`src/rtl/cone_delay_chain.sv`:
```
// Multi-channel register delay chain with pass / hold / sticky-OR accumulate modes,
// a per-stage valid shadow and a fill/flush occupancy FSM.
module cone_delay_chain #(
  parameter  int CHANNELS = 4,
  parameter  int WIDTH    = 8,
  parameter  int DEPTH    = 3,
  localparam int CNT_W    = $clog2(DEPTH + 1),
  localparam int DW       = CHANNELS * WIDTH
) (
  input  logic             clk,
  input  logic             rst_n,
  input  logic             in_valid,
  input  logic [DW-1:0]    in_data,
  input  logic [1:0]       mode,
  input  logic             flush,
  output logic [DW-1:0]    out_data,
  output logic             out_valid,
  output logic             out_or,
  output logic [CNT_W-1:0] fill_count,
  output logic             busy
);

  typedef enum logic [1:0] {
    ST_IDLE  = 2'd0,
    ST_FILL  = 2'd1,
    ST_FULL  = 2'd2,
    ST_FLUSH = 2'd3
  } state_t;

  // Stage s occupies bits [s*DW +: DW]; stage 0 is the input end.
  localparam int TW   = DEPTH * DW;
  localparam int LAST = (DEPTH - 1) * DW;

  logic [TW-1:0]    data_r;
  logic [TW-1:0]    data_nxt_s;
  logic [DEPTH-1:0] v_r;
  logic [DEPTH-1:0] v_nxt_s;
  logic [CNT_W-1:0] cnt_r;
  logic [CNT_W-1:0] cnt_nxt_s;
  state_t           state_r;
  state_t           state_nxt_s;
  logic             hold_s;
  logic             acc_s;
  logic             flushing_s;

  function automatic logic [CNT_W-1:0] popcount(input logic [DEPTH-1:0] vec);
    logic [DEPTH-1:0] rem;
    logic [CNT_W-1:0] sum;
    rem = vec;
    sum = '0;
    for (int i = 0; i < DEPTH; i++) begin
      sum = sum + CNT_W'(rem[0]);
      rem = rem >> 1'b1;
    end
    return sum;
  endfunction

  // Mode decode; the reserved encoding behaves as HOLD.
  always_comb begin
    hold_s = 1'b0;
    acc_s  = 1'b0;
    case (mode)
      2'b00:   begin hold_s = 1'b0; acc_s = 1'b0; end
      2'b01:   hold_s = 1'b1;
      2'b10:   acc_s  = 1'b1;
      2'b11:   hold_s = 1'b1;
      default: hold_s = 1'b1;
    endcase
  end

  // A flush request acts on the edge it is sampled, so the coincident input is dropped.
  assign flushing_s = flush | (state_r == ST_FLUSH);

  // Next stage contents: flush shifts in empties, hold freezes, pass/acc shift in the input.
  always_comb begin
    data_nxt_s = data_r;
    v_nxt_s    = v_r;
    if (flushing_s) begin
      data_nxt_s = data_r << DW;
      v_nxt_s    = v_r << 1'b1;
    end else if (hold_s) begin
      data_nxt_s = data_r;
      v_nxt_s    = v_r;
    end else begin
      data_nxt_s = (data_r << DW) | TW'(in_data);
      v_nxt_s    = (v_r << 1'b1) | DEPTH'(in_valid);
      data_nxt_s[LAST +: DW] = data_nxt_s[LAST +: DW] | (acc_s ? data_r[LAST +: DW] : {DW{1'b0}});
      v_nxt_s[DEPTH-1]       = v_nxt_s[DEPTH-1] | (acc_s & v_r[DEPTH-1]);
    end
  end

  assign cnt_nxt_s = popcount(v_nxt_s);

  // Occupancy FSM, steered by the occupancy that the coming edge will produce.
  always_comb begin
    state_nxt_s = state_r;
    if (flush) begin
      state_nxt_s = ST_FLUSH;
    end else if (state_r == ST_FLUSH) begin
      state_nxt_s = (cnt_nxt_s == {CNT_W{1'b0}}) ? ST_IDLE : ST_FLUSH;
    end else if (hold_s) begin
      state_nxt_s = state_r;
    end else if (cnt_nxt_s == {CNT_W{1'b0}}) begin
      state_nxt_s = ST_IDLE;
    end else if (cnt_nxt_s == CNT_W'(DEPTH)) begin
      state_nxt_s = ST_FULL;
    end else begin
      state_nxt_s = ST_FILL;
    end
  end

  // State registers: chain data, valid shadow, occupancy count and FSM state.
  always_ff @(posedge clk or negedge rst_n) begin
    if (!rst_n) begin
      data_r  <= '0;
      v_r     <= '0;
      cnt_r   <= '0;
      state_r <= ST_IDLE;
    end else begin
      data_r  <= data_nxt_s;
      v_r     <= v_nxt_s;
      cnt_r   <= cnt_nxt_s;
      state_r <= state_nxt_s;
    end
  end

  assign out_data   = data_r[LAST +: DW];
  assign out_valid  = v_r[DEPTH-1];
  assign out_or     = v_r[DEPTH-1] & (|data_r[LAST +: DW]);
  assign fill_count = cnt_r;
  assign busy       = (state_r != ST_IDLE);

endmodule

```
`config.mk`:
```
export PLATFORM = sky130hd
export DESIGN_NAME = cone_delay_chain
export DESIGN_NICKNAME = d
export VERILOG_FILES = /design/src/rtl/cone_delay_chain.sv
export SDC_FILE = /design/constraint.sdc
export NUM_CORES = 1
export LEC_CHECK = 0
export ABC_AREA = 0
export BUFFER_PORTS_ARGS = -buffer_cell sky130_fd_sc_hd__buf_2
export CORE_ASPECT_RATIO = 0.6
export CORE_MARGIN = 8
export CORE_UTILIZATION = 30
export DETAILED_ROUTE_END_ITERATION = 8
export GPL_ROUTABILITY_DRIVEN = 0
export GPL_TIMING_DRIVEN = 0
export PLACE_DENSITY_LB_ADDON = 0.08
export SYNTH_ARGS = -nofsm -noshare
export SYNTH_HDL_FRONTEND = slang
export SYNTH_SLANG_ARGS = --single-unit
```
`constraint.sdc`:
```
create_clock -name clk -period 3 [get_ports clk]
set_input_delay 0.15 -clock clk [delete_from_list [all_inputs] [get_ports clk]]
set_output_delay 0.15 -clock clk [all_outputs]
set_load 0.1 [all_outputs]
```
After elaboration in Yosys (flattened, before gate mapping)
Cells that the tools add are included.

Flip-flop bits (word level): 103. Bits in latches: 0. Memory bits (writable): 0. ROM bits: 0. Input bits: 38. Output and inout port bits: 37. Logic and storage cells: 37. Memories: 0.

Add/subtract/negate cells: 2. Multiply operators: 0. Div/mod/pow operators: 0. Magnitude comparators: 0. Equality and inequality tests: 7. Shifts and indexed selects: 0. Mux-type cells: 13. Bitwise operators: 7. Reductions and logical operators: 4.

Operators with widths (count): $mux W96 (2); $or A96 B32 Y96 (1); $mux W32 (1); $or A32 B32 Y32 (1); $reduce_or A32 Y1 (1); $mux W2 (6); $eq A2 B2 Y1 const B (4); $mux W3 (2); $ne A3 B2 Y1 const B (1); $or A3 B1 Y3 (1); $add A1 B1 Y2 (1); $add A2 B1 Y2 (1); $and A1 B1 Y1 (2); $eq A2 B1 Y1 const B (1); $logic_not A2 Y1 (1); $mux W1 (2); $ne A2 B1 Y1 const B (1); $or A1 B1 Y1 (2); $reduce_bool A2 Y1 (1); $reduce_or A2 Y1 (1).

Depth between registers and ports, before layout
Depth in word-level cells: 14. Gate-level depth with buffers: 11. Mapped depth without buffers: 9.

Least setup slack after synthesis
OpenSTA, ideal clock, no wires.

Path kind: register -> register. Start point: register state_r[1]. End point: register state_r[0]. Arrival time: 2.331 ns. Required time: 2.882 ns. Path slack: 0.551 ns. Cell stages (with the launch flop): 12. Cells stage by stage: dfrtp_1 > a21oi_1 > nand2_1 > buf_6 > buf_6 > mux2_4 > fa_1 > inv_1 > ha_1 > inv_1 > o21ai_0 > a21o_1.

Cells in the longest elaborated chain, start to end: 11. Elaborated cells on any way between the ends: 14. Those cells by class: add/sub: 2; eq/ne: 3; mux: 7; bitwise: 1; reduce/logical: 1.

Ends and longest elaborated chain: start: declaration (RTL line 40) `state_t state_r;`; start signal: assignment (RTL line 123) `state_r <= state_nxt_s;`; $eq A2 B2 Y1 * (RTL line 72) `assign flushing_s = flush | (state_r == ST_FLUSH);`; $or A1 B1 Y1 * (RTL line 72); $mux W3 * (RTL line 78) `if (flushing_s) begin`; net v_nxt_s[1] (RTL line 37) `logic [DEPTH-1:0] v_nxt_s;`; $add A1 B1 Y2 * (RTL line 52) `sum = sum + CNT_W'(rem[0]);`; $add A2 B1 Y2 * (RTL line 52); net cnt_nxt_s[0] (RTL line 39) `logic [CNT_W-1:0] cnt_nxt_s;`; $eq A2 B2 Y1 (RTL line 105) `end else if (cnt_nxt_s == CNT_W'(DEPTH)) begin`; $mux W2 (RTL line 105); $mux W2 (RTL line 103) `end else if (cnt_nxt_s == {CNT_W{1'b0}}) begin`; $mux W2 (RTL line 101) `end else if (hold_s) begin`; $mux W2 * (RTL line 99) `end else if (state_r == ST_FLUSH) begin`; $mux W2 * (RTL line 97) `if (flush) begin`.

The timed path passes the listed nets; every way through them passes the cells marked *. The select of a mux whose other input is x is not followed. A chain may end at the register's enable or synchronous reset.

Worst setup path after layout
Same ends and word-level chain as after synthesis.

==> flow_summary.toml <==
[status]
status = "complete, no violations"

[grt]
grt_use_total_pct = 11.7
antenna_found_initial = 0
grt-ovfl-total = 0
grt_pass1_vias = 2839
grt_pass1_wl_mm = 16.5
grt_max_degree = 63

[clock_network]
clockBufferDepth = 2
numCtsBuffers = 9
cts_tree = "yes"
clock_latency_ps = 340
cts_resized = 0
root_buffer = "clkbuf_16"
htree_levels = 3
numClockSinks = 103
clkTransAtPathRegs_ps = 60

[final_layout]
area_growth_pct = 22.2
post-route-cell-area_um2 = 5230
final_nets = 444
drive_gt1_share_pct = 42.8
diodes = 0

[sta]
max_freq_mhz = 368
rsz0062_at_grt = "no"
setup_viol_count_final = 0
hold_violations = 0
fin_skew_ps = 7.51
worst_pin_slew_ps = 651
fin_ws_ps = 285
layout_min_cycle_time_ps = 2710
slew_headroom_pct = 56.2
fin_crit_sh_pct = 90.5
setup_tns_ps = 0
hold-worst-slack_ps = 49.7
finalMaxSlewViolations = 0

[detailed_routing]
dr.first_iter.drc_count = 122
drc = 0
via_count = 2632
wl_per_cell_um = 17.1
wirelength_mm = 10.2
via_per_inst = 4.39
first_pass_iters = 4
postRouteAntennaNets = 0

[worst_setup_path]
start_kind = "flip-flop"
timing.rr.start = "state_r[1]$_DFFE_PN0P_"
path_cells = "a21oi_1 -> nand2_1 -> buf_6 -> buf_6 -> mux2_4 -> fa_1 -> inv_1 -> ha_1 -> inv_1 -> o21ai_0 -> a21o_1"
endpoint_kind = "flip-flop"
r2r-end = "state_r[0]$_DFFE_PN0P_"
cp.required_ps = 3230
crit_type = "reg2reg"
cp_slowest_stage_delay_ps = 560
path_max_fanout = 10
slowest_stage = "fa_1"
critPathLaunch = "state_r[1]$_DFFE_PN0P_"
worstPathArrival_ps = 2940
r2r_slack_ps = 290
reg2reg_depth = 11
worstSetupEndpoint = "state_r[0]$_DFFE_PN0P_"

[logic_synthesis]
syn_avg_cell_area_um2 = 13.6
synth-seq-cells = 103
synth_top_family_by_area = "multiplexers"
synth_flop_cell = "dfrtp_1"
synth-xor-area-share_pct = 0
synth_seq_area_share_pct = 60.2
async_reset_ff_share_pct = 100
postSynthNetCount = 357
ys_types = 22
yosys.area_share.adder_pct = 1.05
synth-edff-count = 0
netlist_instances = 316
yosys_warnings = 0
netlist_area_um2 = 4280
synth_compound_area_share_pct = 8.03
synth_mux_area_share_pct = 17.0
yosys.area_share.simple_pct = 5.05

[die]
core_area_um2 = 13800
rows = 33
dieHeight_um = 109
die_w_um = 170
initial_utilization_pct = 31.1
die_area_um2 = 18500
io_pins = 75

[min_path]
min_path_type = "in2reg"

[power]
p_leak_nw = 2.79
powerDensity_nw_per_um2 = 806
irDropWorstVdd_v = 0.000260

[flow_run]
max_cap_violations = 0

[placed_design]
place_area_um2 = 4920
detailed_place_hpwl_mm = 7.39
port_buffers = 74
dp_worst_setup_slack_ps = 270
==> sequential cells by signal, indices dropped and copies added, names as in the netlist <==
register,cells
data_r,96
state_r,2
v_r,3
fill_count,2
==> metrics by stage <==
stage | power [mW] | util (%) | cells
final | 4.22 | 38.0 | 599
after global routing | 4.43 | 38.0 | 599
after CTS | 4.29 | 38.0 | 599
after detailed placement | 3.09 | 35.7 | 583
after global placement | 3.08 | 35.5 | 582
after floorplan | 2.77 | - | 316
==> Yosys cell counts (3+ instances only) <==
cell type	number	area [µm²]
a22o_1	33	289
mux2_4	7	105
buf_4	38	285
nor4_1	8	50.1
buf_2	10	50.1
a21o_1	3	22.5
nor2_1	34	128
dfrtp_1	103	2580
mux2_2	26	293
inv_1	4	15.0
mux2i_1	33	330
o21ai_0	4	20.0
==> cell type report <==
class	count	area (µm²)
Inverter	4	15.0
Clock inverter	3	42.5
Fill cell	1366	8560
Buffer	50	358
Tap cell	192	240
Timing Repair Buffer	76	410
Sequential cell	103	2580
Clock buffer	12	256
Multi-Input combinational cell	159	1330
==> how the worst min path moves through the flow <==
| stage | depth (start not counted) | from | to | slack, ps |
|---|---|---|---|---|
| floorplan | 0 | rst_n | data_r[0]$_DFFE_PN0P_ | -150 |
| global placement | 3 | in_data[4] | data_r[4]$_DFFE_PN0P_ | 390 |
| detailed placement | 1 | rst_n | state_r[1]$_DFFE_PN0P_ | 190 |
| CTS | 2 | flush | state_r[0]$_DFFE_PN0P_ | 40 |
| global route | 2 | flush | state_r[0]$_DFFE_PN0P_ | 30 |
| finish | 2 | flush | state_r[0]$_DFFE_PN0P_ | 50 |
==> power by group <==
part           internal [mW]  leakage (nW)  switching, mW  total (mW)
logic                  0.389          1.24          0.945        1.33
registers               1.57          1.40          0.140        1.71
clock network          0.687         0.145          0.488        1.17
total                   2.64          2.79           1.57        4.22
==> critical path, delay by kind of cell (launching register included) <==
| family | cells | cell delay (ps) |
|---|---|---|
| compound gates | 3 | 440 |
| mux | 1 | 320 |
| fa+ha+maj | 2 | 840 |
| flops | 1 | 420 |
| buf+inv | 4 | 460 |
| simple gates | 1 | 130 |
==> what timing repair did <==
action | CTS | global route
buffers inserted | 0 | 0
hold buffers | 1 | 0
endpoints found under the hold margin | 41 | 0
==> kinds of logic (layout without fill, tap and decap cells) <==
logic type      Yosys count  in the layout
compound gates           42             42
simple gates             48             48
flops                   103            103
fa+ha+maj                 3              3
mux                      66             66
buf+inv                  54            145
==> layout by cell type (no fill, tap or decap) <==
cell type      instances
o21a_1                 1
or2_2                  1
clkinvlp_4             1
bufinv_16              1
a22o_1                33
buf_6                  2
mux2_2                26
clkbuf_8               2
dlygate4sd3_1          1
inv_1                  4
nand2_1                1
dfrtp_1              103
nand3_1                1
clkinv_2               1
mux2i_1               33
fa_1                   1
nor4_1                 8
a21oi_1                1
ha_1                   2
buf_2                 83
clkbuf_16              9
clkbuf_1               1
buf_4                 39
nor2_1                34
mux2_4                 7
buf_16                 1
nand4_1                2
nor2_4                 1
o21ai_0                4
a21o_1                 3
==> layer usage <==
metal,share of wire (%),vias up,global-route usage [%]
li1,-,1255,-
met1,53,1310,17.0
met2,41,60,16.5
met3,5.4,7,3.86
met4,0.89,0,2.99
met5,0,-,0
Power figures use the tool's default switching activity.
